## config.mk

```make
export PLATFORM = sky130hd
export DESIGN_NAME = bmat_arbiter
export DESIGN_NICKNAME = d
export VERILOG_FILES = /design/src/rtl/bmat_arbiter_pkg.sv /design/src/rtl/bmat_rr_pick.sv /design/src/rtl/bmat_arbiter.sv
export SDC_FILE = /design/constraint.sdc
export NUM_CORES = 1
export LEC_CHECK = 0
export ABC_AREA = 1
export BUFFER_PORTS_ARGS = -buffer_cell sky130_fd_sc_hd__buf_2
export CORE_AREA = 2 2 212 214
export CTS_CLUSTER_DIAMETER = 150
export DETAILED_ROUTE_END_ITERATION = 10
export DIE_AREA = 0 0 214 216
export GPL_ROUTABILITY_DRIVEN = 0
export PLACE_DENSITY = 0.59
export SYNTH_ARGS = -nofsm -noshare
export SYNTH_HDL_FRONTEND = slang
export SYNTH_SLANG_ARGS = --single-unit
```

## constraint.sdc

```tcl
create_clock -name clock -period 7.6 [get_ports clock]
set_input_delay 0.76 -clock clock [delete_from_list [all_inputs] [get_ports clock]]
set_output_delay 0.76 -clock clock [all_outputs]
set_load 0.01 [all_outputs]
```

## src/rtl/bmat_arbiter_pkg.sv

```systemverilog
// Shared types and defaults for the bit-matrix unit arbiter slice.
// Imported by the arbiter top and its rotate-priority picker.
package bmat_arbiter_pkg;

    localparam int unsigned DEF_XLEN = 64;
    localparam int unsigned DEF_TAGW = 4;

    typedef enum logic [1:0] {
        ST_IDLE  = 2'd0,
        ST_ISSUE = 2'd1,
        ST_RUN   = 2'd2,
        ST_RESP  = 2'd3
    } state_e;

    // Index width for an n-entry vector, never narrower than one bit
    function automatic int unsigned idx_width(input int unsigned n);
        return (n > 1) ? $clog2(n) : 1;
    endfunction

endpackage

```

## src/rtl/bmat_rr_pick.sv

```systemverilog
// Rotate-priority picker: one-hot grant to the first valid index at or after ptr.
// Purely combinational so any shared-unit arbiter can reuse it.
module bmat_rr_pick
    import bmat_arbiter_pkg::*;
#(
    parameter int unsigned N  = 2,
    parameter int unsigned PW = idx_width(N)
) (
    input  logic [N-1:0]  valid,
    input  logic [PW-1:0] ptr,
    output logic [N-1:0]  grant_c
);

    logic          found;
    logic [PW-1:0] idx;

    always_comb begin
        grant_c = '0;
        found   = 1'b0;
        idx     = '0;
        for (int unsigned k = 0; k < N; k++) begin
            idx = PW'((32'(ptr) + k) % N);
            if (!found && valid[idx]) begin
                grant_c[idx] = 1'b1;
                found        = 1'b1;
            end
        end
    end

endmodule

```

## src/rtl/bmat_arbiter.sv

```systemverilog
// Round-robin arbiter sharing one multi-cycle bit-matrix unit between NREQ requesters,
// with a single operation in flight, owner-routed response and a completion watchdog.
module bmat_arbiter
    import bmat_arbiter_pkg::*;
#(
    parameter int unsigned NREQ    = 2,
    parameter int unsigned XLEN    = DEF_XLEN,
    parameter int unsigned TAGW    = DEF_TAGW,
    parameter int unsigned TIMEOUT = 64
) (
    input  logic                 clock,
    input  logic                 reset,
    input  logic [NREQ-1:0]      req_valid,
    output logic [NREQ-1:0]      req_ready,
    input  logic [NREQ-1:0]      req_xor,
    input  logic [NREQ*XLEN-1:0] req_rs1,
    input  logic [NREQ*XLEN-1:0] req_rs2,
    input  logic [NREQ*TAGW-1:0] req_tag,
    output logic [NREQ-1:0]      rsp_valid,
    input  logic [NREQ-1:0]      rsp_ready,
    output logic [XLEN-1:0]      rsp_rd,
    output logic [TAGW-1:0]      rsp_tag,
    output logic                 rsp_err,
    output logic                 unit_start,
    output logic                 unit_xoren,
    output logic [XLEN-1:0]      unit_rs1,
    output logic [XLEN-1:0]      unit_rs2,
    input  logic [XLEN-1:0]      unit_rd,
    input  logic                 unit_busy,
    input  logic                 unit_done,
    output logic                 err_spurious
);

    localparam int unsigned PW = idx_width(NREQ);
    localparam int unsigned CW = $clog2(TIMEOUT) + 1;

    state_e            state_q, state_d;
    logic [PW-1:0]     rr_ptr_q, rr_ptr_d;
    logic [PW-1:0]     owner_q, owner_d;
    logic [TAGW-1:0]   tag_q, tag_d;
    logic              xoren_q, xoren_d;
    logic [XLEN-1:0]   rs1_q, rs1_d;
    logic [XLEN-1:0]   rs2_q, rs2_d;
    logic [XLEN-1:0]   rd_q, rd_d;
    logic              err_q, err_d;
    logic              spur_q, spur_d;
    logic              start_q, start_d;
    logic [NREQ-1:0]   rsp_valid_q, rsp_valid_d;
    logic [CW-1:0]     cnt_q, cnt_d;

    logic [NREQ-1:0]   grant_c;
    logic [PW-1:0]     grant_idx_c;
    logic [TAGW-1:0]   sel_tag_c;
    logic              sel_xor_c;
    logic [XLEN-1:0]   sel_rs1_c;
    logic [XLEN-1:0]   sel_rs2_c;

    bmat_rr_pick #(
        .N  (NREQ),
        .PW (PW)
    ) u_pick (
        .valid   (req_valid),
        .ptr     (rr_ptr_q),
        .grant_c (grant_c)
    );

    // Accept only while idle and the unit is free; grant is already one-hot
    assign req_ready = (state_q == ST_IDLE && !unit_busy) ? grant_c : '0;

    // Steer the granted requester's payload
    always_comb begin
        grant_idx_c = '0;
        sel_tag_c   = '0;
        sel_xor_c   = 1'b0;
        sel_rs1_c   = '0;
        sel_rs2_c   = '0;
        for (int unsigned i = 0; i < NREQ; i++) begin
            if (grant_c[i]) begin
                grant_idx_c = PW'(i);
                sel_tag_c   = req_tag[i*TAGW +: TAGW];
                sel_xor_c   = req_xor[i];
                sel_rs1_c   = req_rs1[i*XLEN +: XLEN];
                sel_rs2_c   = req_rs2[i*XLEN +: XLEN];
            end
        end
    end

    always_comb begin
        state_d     = state_q;
        rr_ptr_d    = rr_ptr_q;
        owner_d     = owner_q;
        tag_d       = tag_q;
        xoren_d     = xoren_q;
        rs1_d       = rs1_q;
        rs2_d       = rs2_q;
        rd_d        = rd_q;
        err_d       = err_q;
        cnt_d       = cnt_q;
        rsp_valid_d = rsp_valid_q;
        start_d     = 1'b0;
        // A done strobe is only meaningful while an operation is running
        spur_d      = spur_q | (unit_done && state_q != ST_RUN);

        case (state_q)
            ST_IDLE: begin
                if (|req_ready) begin
                    owner_d = grant_idx_c;
                    tag_d   = sel_tag_c;
                    xoren_d = sel_xor_c;
                    rs1_d   = sel_rs1_c;
                    rs2_d   = sel_rs2_c;
                    start_d = 1'b1;
                    state_d = ST_ISSUE;
                end
            end
            ST_ISSUE: begin
                cnt_d   = '0;
                state_d = ST_RUN;
            end
            ST_RUN: begin
                if (unit_done) begin
                    rd_d        = unit_rd;
                    err_d       = 1'b0;
                    rsp_valid_d = NREQ'(1) << owner_q;
                    state_d     = ST_RESP;
                end else if (cnt_q == CW'(TIMEOUT - 1)) begin
                    rd_d        = '0;
                    err_d       = 1'b1;
                    rsp_valid_d = NREQ'(1) << owner_q;
                    state_d     = ST_RESP;
                end else begin
                    cnt_d = cnt_q + CW'(1);
                end
            end
            ST_RESP: begin
                if (rsp_ready[owner_q]) begin
                    rsp_valid_d = '0;
                    rr_ptr_d    = (32'(owner_q) == NREQ - 1) ? '0 : owner_q + PW'(1);
                    state_d     = ST_IDLE;
                end
            end
            default: state_d = ST_IDLE;
        endcase
    end

    always_ff @(posedge clock or posedge reset) begin
        if (reset) begin
            state_q     <= ST_IDLE;
            rr_ptr_q    <= '0;
            owner_q     <= '0;
            tag_q       <= '0;
            xoren_q     <= 1'b0;
            rs1_q       <= '0;
            rs2_q       <= '0;
            rd_q        <= '0;
            err_q       <= 1'b0;
            spur_q      <= 1'b0;
            start_q     <= 1'b0;
            rsp_valid_q <= '0;
            cnt_q       <= '0;
        end else begin
            state_q     <= state_d;
            rr_ptr_q    <= rr_ptr_d;
            owner_q     <= owner_d;
            tag_q       <= tag_d;
            xoren_q     <= xoren_d;
            rs1_q       <= rs1_d;
            rs2_q       <= rs2_d;
            rd_q        <= rd_d;
            err_q       <= err_d;
            spur_q      <= spur_d;
            start_q     <= start_d;
            rsp_valid_q <= rsp_valid_d;
            cnt_q       <= cnt_d;
        end
    end

    assign rsp_valid    = rsp_valid_q;
    assign rsp_rd       = rd_q;
    assign rsp_tag      = tag_q;
    assign rsp_err      = err_q;
    assign unit_start   = start_q;
    assign unit_xoren   = xoren_q;
    assign unit_rs1     = rs1_q;
    assign unit_rs2     = rs2_q;
    assign err_spurious = spur_q;

endmodule

```

# Word level (Yosys, flattened, before mapping)
# Index checks and enable logic that the tools add are counted.
[totals] out_inout_bits=204 wordCells=93 ff_bits=213
[classes] n_addsub=3 eq_ne=10 n_reduce_logical=18 order_cmp=5 shifts=1 bitwise=2 muxes=41
[op_table] cell="$mux 64" n=6
[op_table] cell="$mux 2" n=9
[op_table] cell="$mux 1" n=17
[op_table] cell="$mux 7" n=2
[op_table] cell="$pmux 7 s2" n=1
[op_table] cell="$reduce_and 3->1" n=3
[op_table] cell="$mux 4" n=2
[op_table] cell="$ne 2x2->1 const B" n=4
[op_table] cell="$pmux 2 s4" n=1
[op_table] cell="$add 7x1->7 const B" n=1
[op_table] cell="$eq 7x6->1 const B" n=1
[op_table] cell="$lt 1x2->1 const B" n=3
[op_table] cell="$reduce_and 2->1" n=3
[op_table] cell="$reduce_bool 2->1" n=3
[op_table] cell="$logic_and 1x1->1" n=5
[op_table] cell="$eq 2x2->1 const B" n=2
[op_table] cell="$pmux 2 s2" n=1
[op_table] cell="$ne 3x3->1 const B" n=1
[op_table] cell="$add 1x1->1 const B" n=2
[op_table] cell="$demux 1 s1" n=2
[op_table] cell="$eq 2x1->1 const B" n=1
[op_table] cell="$ge 1x1->1 const B" n=2
[op_table] cell="$logic_not 1->1" n=2
[op_table] cell="$logic_not 2->1" n=1
[op_table] cell="5 further kinds" n=5

# Longest topological paths before layout
[depth] ltp_word=11 depth_mapped=9 depth_no_buf=8

# Modules after synthesis
# Synthesis repeated with hierarchy kept, for this count alone.
[unflattened] hier_cells=1125 hier_area_um2=9658.0
[by_module_without_submodules] mod="bmat_arbiter" cells_each=1120 seq_area_each_um2=5330.1 instances=1 area_per_inst_um2=9638.0
[by_module_without_submodules] mod="bmat_rr_pick" cells_each=5 seq_area_each_um2=0.0 instances=1 area_per_inst_um2=20.0

# Worst setup path after synthesis
# OpenSTA, ideal clock, no wires.
[synth_timing] kind="input -> output" startpoint="in req_valid[0]" endpoint="out req_ready[1]" arrival_ns=1.695 path_buffers=4 setup_slack_ns=5.145 required_ns=6.840 cell_stages=7 path_cell_list="buf_4 nand2_2 nand4_2 buf_2 buf_6 buf_2 inv_1"
[synth_via] elab_chain_len=7 elab_cells_between_ends=11
[synth_rtl] element="from (decl)" line_no="bmat_arbiter.sv:13" rtl="input logic [NREQ-1:0] req_valid,"
[synth_rtl] element="$mux 1 (implied by the code) (2 in a row)" line_no="bmat_rr_pick.sv:23" rtl="if (!found && valid[idx]) begin"
[synth_rtl] element="$mux 1" line_no="bmat_rr_pick.sv:23"
[synth_rtl] element="$logic_not 1->1" line_no="bmat_rr_pick.sv:23"
[synth_rtl] element="$logic_and 1x1->1" line_no="bmat_rr_pick.sv:23"
[synth_rtl] element="$mux 2 *" line_no="bmat_rr_pick.sv:23"
[synth_rtl] element="$mux 2 *" line_no="bmat_arbiter.sv:68" rtl="assign req_ready = (state_q == ST_IDLE && !unit_busy) ? grant_c : '0;"
[synth_rtl] element="to (decl)" line_no="bmat_arbiter.sv:14" rtl="output logic [NREQ-1:0] req_ready,"
# Every way passes the cells marked *; elsewhere a longest branch is shown, timed or not. The select of a mux whose other input is x is not followed.

# Worst setup path in the final report
[layout_timing] startpoint="reg rr_ptr_q" endpoint="out req_ready[0]"
[layout_via] elab_chain_len=8 elab_cells_between_ends=22
[layout_rtl] element="from (decl)" line_no="bmat_arbiter.sv:38" rtl="logic [PW-1:0] rr_ptr_q, rr_ptr_d;"
[layout_rtl] element="from (signal assigned)" line_no="bmat_arbiter.sv:163" rtl="rr_ptr_q <= rr_ptr_d;"
[layout_rtl] element="$add 1x1->1, or another cell as far along" line_no="bmat_rr_pick.sv:22" rtl="idx = PW'((32'(ptr) + k) % N);"
[layout_rtl] element="$lt 1x2->1 (implied by the code), or another cell as far along" line_no="bmat_rr_pick.sv:24" rtl="grant_c[idx] = 1'b1;"
[layout_rtl] element="$logic_and 1x1->1 (implied by the code) / $mux 1 (equally long branches)" line_no="bmat_rr_pick.sv:24"
[layout_rtl] element="$mux 1 (implied by the code) / $demux 1 s1 (equally long branches)"
[layout_rtl] element="$demux 1 s1 / $mux 2 (equally long branches)"
[layout_rtl] element="$or 2x2->2 (no line)"
[layout_rtl] element="$mux 2 *" line_no="bmat_rr_pick.sv:23"
[layout_rtl] element="$mux 2 *" line_no="bmat_arbiter.sv:68"
# Marks and branches as above.

==> results.sh <==
export IMPL_synth_nets=1761
export IMPL_place_hpwl_um=27900
export IMPL_start_util_pct=24.3
export IMPL_period_share_pct=41.9
export IMPL_drc=0
export IMPL_finalHoldViolCount=0
export IMPL_final_cell_mix="555 x nand2_1, 539 x buf_2, 475 x nand3_1"
export IMPL_h_tree_depth=1
export IMPL_ys_warn_count=0
export IMPL_drive_above_1_share_pct=31.7
export IMPL_final_common_cell="nand2_1"
export IMPL_antenna_found_initial=1
export IMPL_synth_cells=1418
export IMPL_die_h_um=216
export IMPL_clkPwrFrac_pct=22.0
export IMPL_status="finished, final reports clean"
export IMPL_worst_skew_pair_late_latency_ns=0.52
export IMPL_grt_max_degree=113
export IMPL_fin_nets=2221
export IMPL_synth_seq_cells=213
export IMPL_vdd_drop_max_mv=0.147
export IMPL_grt_pass1_wl_um=60600
export IMPL_die_w_um=214
export IMPL_synth_cell_types=24
export IMPL_ios=542
export IMPL_cts_sinks=213
export IMPL_drt_wl_total_um=38400
export IMPL_wl_per_cell_um=15.5
export IMPL_drt_pre_antenna_iters=5
export IMPL_worstSetupPathType="reg2out"
export IMPL_synth_area_top_cells="dfrtp_1 50%, nand3_1 22%, nand2_1 20%"
export IMPL_std_cell_rows=77
export IMPL_synth_top_cell_area_share_pct=50.0
export IMPL_synth_area_um2=10700
export IMPL_worst_ep_required_time_ns=6.84
export IMPL_cts_resized=0
export IMPL_coreArea_um2=43800
export IMPL_max_freq_mhz=314
export IMPL_r2r_start="rr_ptr_q"
export IMPL_cts_max_path_buffers=3
export IMPL_whs_ns=0.375
export IMPL_tightest_slew_ns=1.04
export IMPL_buffer_ports_inserted=541
export IMPL_clk_pin_slew_worst_paths_ns=0.06
export IMPL_min_path_type="in2async"
export IMPL_fin_setup_tns_ns=0
export IMPL_finalClockSkew_ns=0.0112
export IMPL_netlist_top_cell_by_area="dfrtp_1"
export IMPL_overflow=0
export IMPL_slew_headroom_pct=30.8
export IMPL_cp_max_fo=56
export IMPL_seqPwrFrac_pct=37.0
export IMPL_power_frac_comb_pct=41.0
export IMPL_rsz0062_at_grt="false"
export IMPL_min_period_ns=3.18
export IMPL_p_leak_nw=8.44
export IMPL_p_sw_mw=2.09
export IMPL_setup_violations=0
export IMPL_cts_tree="yes"
export IMPL_postRouteAntennaNets=0
export IMPL_synth_avg_cell_area_um2=7.52
export IMPL_power_density_nw_per_um2=363
export IMPL_reg2reg_depth=6
export IMPL_cts_root_buf="clkbuf_16"
export IMPL_p_int_mw=3.16
export IMPL_cts_setup_buffers=0
export IMPL_setup_worst_path_start="rr_ptr_q"
export IMPL_drt_iter0_markers=845
export IMPL_area_growth_pct=35.6
export IMPL_arrival_ns=2.42
export IMPL_yosysSeqAreaShare_pct=50.0
export IMPL_num_vias=11459
export IMPL_numCtsBuffers=25
export IMPL_hold_buffers=0
export IMPL_grt_pass1_vias=11315
export IMPL_maxSlewViolCount=0
export IMPL_endpoint_kind="output pin"
export IMPL_grt_total_usage_pct=16.1
export IMPL_switching_share_pct=39.8
export IMPL_dieArea_um2=46200
export IMPL_viasPerCell=4.61
export IMPL_cap_violations=0
export IMPL_start_kind="register"
==> cell type report <==
cell class | count | area [µm²]
multi-input combinational | 1066 | 4730
timing repair buffer | 556 | 2830
antenna | 1 | 2.50
fill | 4709 | 29400
inverter | 16 | 67.6
tap | 592 | 741
clock inverter | 4 | 70.1
clock buffer | 37 | 701
sequential | 213 | 5330
==> per-layer routing <==
metal / vias to the layer above / routed length, µm / track usage, %
li1: 5574 / - / -
met5: - / 0 / 0
met2: 475 / 18200 / 27.3
met4: 0 / 1240 / 5.85
met3: 66 / 2700 / 3.16
met1: 5344 / 16300 / 20.3
==> registers in the layout, indices dropped and copies added, names as in the netlist <==
signal and flops:
rsp_rd 64, unit_rs1 64, unit_rs2 64, cnt_q 7, rsp_tag 4, rsp_valid 2, state_q 2, err_spurious 1
owner_q 1, rr_ptr_q 1, rsp_err 1, unit_start 1, unit_xoren 1
==> through the flow <==
stage / utilization, % / worst slack, ns / instances / instance area, µm² / power [mW]
2_1_floorplan: - / 1.02 / 1418 / 10700 / 3.18
3_3_place_gp: 31.2 / 4.16 / 2443 / 13700 / 4.11
3_5_place_dp: 31.2 / 4.05 / 2443 / 13700 / 4.15
4_1_cts: 33.0 / 4.27 / 2484 / 14500 / 5.35
5_1_grt: 33.0 / 4.20 / 2485 / 14500 / 5.68
6_report: 33.0 / 4.42 / 2485 / 14500 / 5.25
==> critical path: stages, from the launching register on <==
cell	delay, ns
dfrtp_1	0.41
nand2_4	0.32
nand4_1	0.28
buf_4	0.54
inv_1	0.17
buf_2	0.18
==> Yosys cell counts <==
cell type,number
a21boi_0,1
nor2_1,6
nand3_1,476
dfrtp_1,213
buf_1,24
o22ai_1,1
nand2_4,1
o21ai_1,1
inv_2,1
buf_4,10
inv_1,15
nand2_1,556
ha_1,5
nand4_2,1
a21oi_1,3
buf_6,2
a21o_1,1
o21ai_0,7
nand4_1,2
buf_2,46
xor2_1,1
or2_2,2
nand2_2,2
clkbuf_1,41
==> logic make-up after synthesis <==
kind of cell / Yosys count / share of synthesized area [%]
AOI/OAI and AO/OA: 14 / 0.716
xor gates and xnor gates: 1 / 0.0822
adders and majority gates: 5 / 0.587
buffers and inverters: 139 / 5.93
DFF: 213 / 50.0
and+or+nand+nor: 1046 / 42.7
==> final timing paths <==
path	to	slack (ns)
min	rsp_rd[26]	0.38
max	req_ready[0]	4.42
min in group clock	rsp_rd[0]	0.44
max reg2reg	unit_rs2[60]	4.82
min reg2reg	err_spurious	0.47
max in group asynchronous	unit_rs1[22]	5.86
==> power by group through the flow <==
| stage | clock, mW | sequential, mW | combinational [mW] |
|---|---|---|---|
| finish | 1.15 | 1.94 | 2.15 |
| global route | 1.25 | 2.02 | 2.41 |
| CTS | 1.20 | 1.95 | 2.20 |
| detailed placement | 0 | 1.95 | 2.20 |
| global placement | 0 | 1.95 | 2.16 |
| floorplan | 0 | 2.18 | 0.994 |
(Power assumes the default switching activity.)
